$ cat src/rtl/display_pkg.sv
// display_pkg: shared widths, FSM state encoding and digit helpers for the display refresh controller
package display_pkg;
  localparam int NUM_DIGITS = 7;
  localparam int CHAR_W = 7;
  localparam int ANODE_W = 8;
  localparam int CHARS_W = NUM_DIGITS * CHAR_W;
  typedef enum logic [1:0] {IDLE, BLANK, SHOW} state_e;
  // Digit index step with wrap from the leftmost digit back to digit 0
  function automatic logic [2:0] next_digit(input logic [2:0] d);
    return (d == 3'(NUM_DIGITS - 1)) ? 3'd0 : d + 3'd1;
  endfunction
  // Active-low one-hot anode pattern for a digit; the unused top anode stays high
  function automatic logic [ANODE_W-1:0] digit_anode(input logic [2:0] d);
    return ~(ANODE_W'(1) << d);
  endfunction
endpackage

$ cat src/rtl/refresh_prescaler.sv
// refresh_prescaler: per-slot tick counter flagging the end of the blank phase and of the slot
module refresh_prescaler #(
  parameter int TICKS_PER_DIGIT = 100000,
  parameter int BLANK_TICKS = 1000
) (
  input  logic                               clk,
  input  logic                               rst_n,
  input  logic                               run,
  output logic [$clog2(TICKS_PER_DIGIT)-1:0] count,
  output logic                               slot_end,
  output logic                               blank_end
);
  localparam int CW = $clog2(TICKS_PER_DIGIT);
  localparam logic HAS_BLANK = BLANK_TICKS != 0;
  localparam int BLANK_LAST = HAS_BLANK ? BLANK_TICKS - 1 : 0;
  logic [CW-1:0] count_q, count_d;
  assign slot_end = run && count_q == CW'(TICKS_PER_DIGIT - 1);
  assign blank_end = run && HAS_BLANK && count_q == CW'(BLANK_LAST);
  assign count_d = (!run || slot_end) ? '0 : count_q + 1'b1;
  assign count = count_q;
  // Count within the slot; cleared at every slot boundary and whenever scanning stops
  always_ff @(posedge clk or negedge rst_n)
    if (!rst_n) count_q <= '0;
    else count_q <= count_d;
endmodule

$ cat src/rtl/display_refresh_controller.sv
// display_refresh_controller: multiplexed 7-digit scan with anti-ghost blanking and frame-aligned character updates
module display_refresh_controller
  import display_pkg::*;
#(
  parameter int TICKS_PER_DIGIT = 100000,
  parameter int BLANK_TICKS = 1000
) (
  input  logic               clk,
  input  logic               rst_n,
  input  logic               enable,
  input  logic               upd_valid,
  input  logic [CHARS_W-1:0] upd_chars,
  output logic               upd_ready,
  output logic [CHAR_W-1:0]  char1,
  output logic [CHAR_W-1:0]  char2,
  output logic [CHAR_W-1:0]  char3,
  output logic [CHAR_W-1:0]  char4,
  output logic [CHAR_W-1:0]  char5,
  output logic [CHAR_W-1:0]  char6,
  output logic [CHAR_W-1:0]  char7,
  output logic [2:0]         refresh_counter,
  output logic [ANODE_W-1:0] anode_n,
  output logic               frame_start
);
  localparam int CW = $clog2(TICKS_PER_DIGIT);
  localparam logic NO_BLANK = BLANK_TICKS == 0;
  state_e state_q;
  state_e entry_state;
  logic [2:0] digit_q, digit_d;
  logic [ANODE_W-1:0] anode_q;
  logic frame_q;
  logic pending_q;
  logic [CHARS_W-1:0] shadow_q, chars_q;
  logic [CW-1:0] tick_cnt;
  logic run, slot_end, blank_end, accept, commit;
  assign run = enable && state_q != IDLE;
  assign digit_d = next_digit(digit_q);
  assign entry_state = NO_BLANK ? SHOW : BLANK;
  assign accept = upd_valid && !pending_q;
  assign commit = pending_q && (state_q == IDLE || (enable && state_q == SHOW && slot_end && digit_d == 3'd0));
  refresh_prescaler #(
    .TICKS_PER_DIGIT(TICKS_PER_DIGIT),
    .BLANK_TICKS(BLANK_TICKS)
  ) u_prescaler (
    .clk(clk),
    .rst_n(rst_n),
    .run(run),
    .count(tick_cnt),
    .slot_end(slot_end),
    .blank_end(blank_end)
  );
  // Scan FSM: slot sequencing with registered anode, digit index and frame pulse
  always_ff @(posedge clk or negedge rst_n)
    if (!rst_n) begin
      state_q <= IDLE;
      digit_q <= '0;
      anode_q <= '1;
      frame_q <= 1'b0;
    end else if (!enable) begin
      state_q <= IDLE;
      digit_q <= '0;
      anode_q <= '1;
      frame_q <= 1'b0;
    end else begin
      frame_q <= 1'b0;
      case (state_q)
        IDLE: begin
          state_q <= entry_state;
          digit_q <= '0;
          anode_q <= NO_BLANK ? digit_anode(3'd0) : '1;
          frame_q <= 1'b1;
        end
        BLANK: if (blank_end) begin
          state_q <= SHOW;
          anode_q <= digit_anode(digit_q);
        end
        SHOW: if (slot_end) begin
          state_q <= entry_state;
          digit_q <= digit_d;
          anode_q <= NO_BLANK ? digit_anode(digit_d) : '1;
          frame_q <= digit_d == 3'd0;
        end
        default: state_q <= IDLE;
      endcase
    end
  // Update path: accept into the shadow, then commit only at a frame boundary or while idle
  always_ff @(posedge clk or negedge rst_n)
    if (!rst_n) begin
      pending_q <= 1'b0;
      shadow_q <= '0;
      chars_q <= '0;
    end else begin
      if (accept) begin
        shadow_q <= upd_chars;
        pending_q <= 1'b1;
      end
      if (commit) begin
        chars_q <= shadow_q;
        pending_q <= 1'b0;
      end
    end
  // The slot counter must sit at zero whenever the scan is idle
  always_ff @(posedge clk)
    if (rst_n && state_q == IDLE) assert (tick_cnt == '0);
  assign upd_ready = !pending_q;
  assign refresh_counter = digit_q;
  assign anode_n = anode_q;
  assign frame_start = frame_q;
  assign char1 = chars_q[6:0];
  assign char2 = chars_q[13:7];
  assign char3 = chars_q[20:14];
  assign char4 = chars_q[27:21];
  assign char5 = chars_q[34:28];
  assign char6 = chars_q[41:35];
  assign char7 = chars_q[48:42];
endmodule

$ cat config.mk
export PLATFORM = sky130hd
export DESIGN_NAME = display_refresh_controller
export DESIGN_NICKNAME = d
export VERILOG_FILES = /design/src/rtl/display_pkg.sv /design/src/rtl/refresh_prescaler.sv /design/src/rtl/display_refresh_controller.sv
export SDC_FILE = /design/constraint.sdc
export NUM_CORES = 1
export LEC_CHECK = 0
export ABC_AREA = 0
export BUFFER_PORTS_ARGS = -buffer_cell sky130_fd_sc_hd__buf_2
export CAP_MARGIN = 20
export CORE_ASPECT_RATIO = 1.2
export CORE_MARGIN = 1.5
export CORE_UTILIZATION = 25
export CTS_CLUSTER_SIZE = 10
export DETAILED_ROUTE_END_ITERATION = 6
export GPL_ROUTABILITY_DRIVEN = 0
export GPL_TIMING_DRIVEN = 0
export SYNTH_ARGS = -nofsm -noshare
export SYNTH_HDL_FRONTEND = slang
export SYNTH_HIERARCHICAL = 1
export SYNTH_SLANG_ARGS = --single-unit
$ cat constraint.sdc
create_clock -name clk -period 2.65 [get_ports clk]
set_input_delay 0.3975 -clock clk [delete_from_list [all_inputs] [get_ports clk]]
set_output_delay 0.3975 -clock clk [all_outputs]
set_load 0.02 [all_outputs]
==> results_dict.tcl <==
set metrics [dict create \
    synth.distinct_cells 43 \
    end_kind "flip-flop" \
    min_period_over_period 0.934 \
    power.density_cell_area_nw_per_um2 989 \
    critical-path-top-cell-by-count "sky130_fd_sc_hd__buf_4" \
    final_nets 593 \
    worst_skew_pair.late_latency_ps 420 \
    leakagePower_nw 3.11 \
    layout-drive-gt1-share 0.502 \
    worst-r2r-cell-count 10 \
    drt_pass1_iterations 4 \
    max-vdd-ir-drop_uv 448 \
    num_rows 59 \
    sequential_cell_area_sq_um 3260 \
    grt_overflow 0 \
    min_period_ps 2480 \
    detailed_route_wl_microns 11400 \
    fin_setup_tns_ps 0 \
    synthesis.area_sq_um 5460 \
    floorplan.die_area_sq_um 22700 \
    critical_path_arrival_ps 2770 \
    area.growth.synth_to_final_pct 29.3 \
    cts_buffers 17 \
    htree_levels 4 \
    critPathKind "reg2reg" \
    clockRootBuffer "sky130_fd_sc_hd__clkbuf_16" \
    synth_sequential_area_ratio 0.598 \
    tightestPinTransition_ps 650 \
    number_of_warning_messages_in_the_yosys_log 6 \
    maxCapViolCount 0 \
    ant_nets 0 \
    via_count_of_the_first_global_routing_pass 3492 \
    layout_commonest_cell "sky130_fd_sc_hd__dfrtp_1" \
    worst_setup_path_start_kind "flip-flop" \
    cp_slowest_stage_delay_ps 390 \
    core_sq_um 21600 \
    ys.flop_type "sky130_fd_sc_hd__dfrtp_1" \
    vias_per_cell 4.25 \
    route.vias.total 3489 \
    async_reset_ff_frac 1.00 \
    synth.top_cells.by_area "sky130_fd_sc_hd__dfrtp_1, sky130_fd_sc_hd__mux2_2, sky130_fd_sc_hd__dfstp_2" \
    result_of_the_run "completed" \
    synthesis.instances 394 \
    ios 115 \
    hold_ws_ps 206 \
    power_switching_share 0.314 \
    synth_seq_cells 130 \
    most_frequent_cells_in_the_layout "sky130_fd_sc_hd__dfrtp_1, sky130_fd_sc_hd__buf_2, sky130_fd_sc_hd__mux2_2" \
    cell_internal_power_mw 4.79 \
    area_of_the_multi_input_gates_sq_um 2080 \
    antenna_found_initial 1 \
    post_synth.cell_area_avg_sq_um 13.9 \
    synth_enable_flop_cells 0 \
    max-slew-margin-rel 0.567 \
    fp.dieW_microns 138 \
    worstPathRequired_ps 2950 \
    groute.usage.overall 0.106 \
    synth.largest_area_cell "sky130_fd_sc_hd__dfrtp_1" \
    final.fill_count 2190 \
    fin_worst_skew_ps 15.2 \
    grt_pass1_wl_microns 18400 \
    post-route-drc-count 0 \
    part_of_the_total_power_dissipated_in_sequential_elements 0.403 \
    initial_utilization 0.253 \
    power_frac_clock 0.339 \
    slowest_stage "sky130_fd_sc_hd__dfrtp_1" \
    clock_tree_from_tritoncts "done" \
    report.final.hold_viol_count 0 \
    comb_power_share 0.259 \
    detailedPlacementHpwl_microns 7910 \
    wire_per_inst_microns 13.9 \
    placement.io_buffers 114 \
    cp.depth 10 \
    buffer_and_inverter_count_on_the_worst_path 3 \
    netlist.area_leader.share 0.559 \
    whs_path_depth 2 \
    unrepaired_setup_endpoints_after_global_routing "false" \
    path_cells "ha_1, and4_1, buf_4, nand4_4, nor2_4, nand3_2, o31ai_4, buf_4, buf_4, mux2_2" \
    clk_pin_slew_worst_paths_ps 60 \
    cts-root-to-sink-buffers 2 \
    synth.net_count 454 \
    clock.fmax_mhz 404 \
    critPathTopFamily "simple AND/OR/NAND/NOR gates" \
    worstPathMaxFanout 10 \
    cts_num_sinks 130 \
    die_y_microns 165 \
    netSwitchingPower_mw 2.19 \
    finalSetupViolCount 0 \
    slew_viol_final 0 \
    hold_path.class "in2reg" \
    initialDrtViolationCount 104 \
    grt_start_max_net_pins 73 \
]
==> metal layers <==
| layer | track usage | up-vias | wire [microns] |
|---|---|---|---|
| li1 | - | 1671 | - |
| met4 | 0.0398 | 0 | 159 |
| met2 | 0.166 | 82 | 5430 |
| met3 | 0.0396 | 12 | 664 |
| met1 | 0.134 | 1724 | 5130 |
| met5 | 0 | - | 0 |
==> cells in the mapped netlist (all sizes together), types with 7 or more instances <==
cell,number
nand2,14
dfrtp,122
nor4,7
xnor2,7
ha,7
dfstp,8
nand4,8
mux2,99
nor2,29
buf,13
o21ai,7
xor2,8
==> sequential cells by signal, summed over array words and instances, names as in the netlist <==
name	count
chars_q	49
state_q	2
u_prescaler/count	17
pending_q	1
anode_n	8
shadow_q	49
refresh_counter	3
frame_start	1
==> worst reg2reg max path, cell delays in order, from the launching register on <==
cell	delay (ps)
sky130_fd_sc_hd__dfrtp_1	390
sky130_fd_sc_hd__ha_1	180
sky130_fd_sc_hd__and4_1	180
sky130_fd_sc_hd__buf_4	160
sky130_fd_sc_hd__nand4_4	130
sky130_fd_sc_hd__nor2_4	170
sky130_fd_sc_hd__nand3_2	130
sky130_fd_sc_hd__o31ai_4	290
sky130_fd_sc_hd__buf_4	190
sky130_fd_sc_hd__buf_4	190
sky130_fd_sc_hd__mux2_2	350
==> cells by family (layout without fill, tap and decap cells) <==
family	after synthesis	count (layout)	synth area share
other	0	1	0
multiplexers	104	104	0.213
adder cells (fa/ha/maj)	7	7	0.0160
flip-flops	130	130	0.598
buffers and inverters	25	177	0.0257
AND/OR/NAND/NOR	95	95	0.0983
XOR/XNOR	15	15	0.0241
AO/OA/AOI/OAI	18	18	0.0250
==> worst paths after layout <==
kind                                      startpoint           end  slack, ps
worst max-delay path            u_prescaler/count[1]   chars_q[26]        170
worst min-delay path                   upd_chars[35]  shadow_q[35]        210
worst max register to register  u_prescaler/count[1]   chars_q[26]        170
worst min register to register           chars_q[46]   chars_q[46]        480
max in group asynchronous                      rst_n  shadow_q[44]       1400
min in group asynchronous                      rst_n  shadow_q[20]        510
==> final cells by class <==
cell class / count / share of cell area
inverter: 6 / 0.00319
multi-input combinational: 239 / 0.294
timing repair buffer: 120 / 0.0913
antenna: 1 / 0.000354
buffer: 19 / 0.0167
clock buffer: 18 / 0.0622
tap: 274 / 0.0486
clock inverter: 14 / 0.0213
sequential: 130 / 0.462
==> power by group through the flow <==
stage          Combinational [mW]  Sequential (mW)  Clock [mW]
6_report                     1.80             2.81        2.37
5_1_grt                      1.96             2.90        2.55
4_1_cts                      1.84             2.82        2.46
3_5_place_dp                 1.83             2.85           0
3_3_place_gp                 1.81             2.84           0
2_1_floorplan               0.694             3.31           0
==> metrics by stage <==
| stage | cell area [sq um] | worst slack, ps | power, mW | instances | utilization |
|---|---|---|---|---|---|
| finish | 7060 | 175 | 6.98 | 821 | 0.328 |
| CTS | 7030 | 24.8 | 7.12 | 818 | 0.326 |
| global route | 7060 | 46.2 | 7.41 | 820 | 0.327 |
| detailed placement | 6410 | -632 | 4.68 | 783 | 0.297 |
| floorplan | 5460 | 230 | 4.00 | 394 | - |
| global placement | 6370 | -686 | 4.64 | 782 | 0.296 |
==> what timing repair did <==
item | in CTS | in global routing
setup endpoints to repair | 49 | 40
pin swaps | 1 | 1
hold buffers | 1 | 0
hold endpoints to repair | 50 | 0
buffers inserted | 2 | 2
resized for setup | 3 | 3
Note: power is estimated with default switching activity, not from simulation.
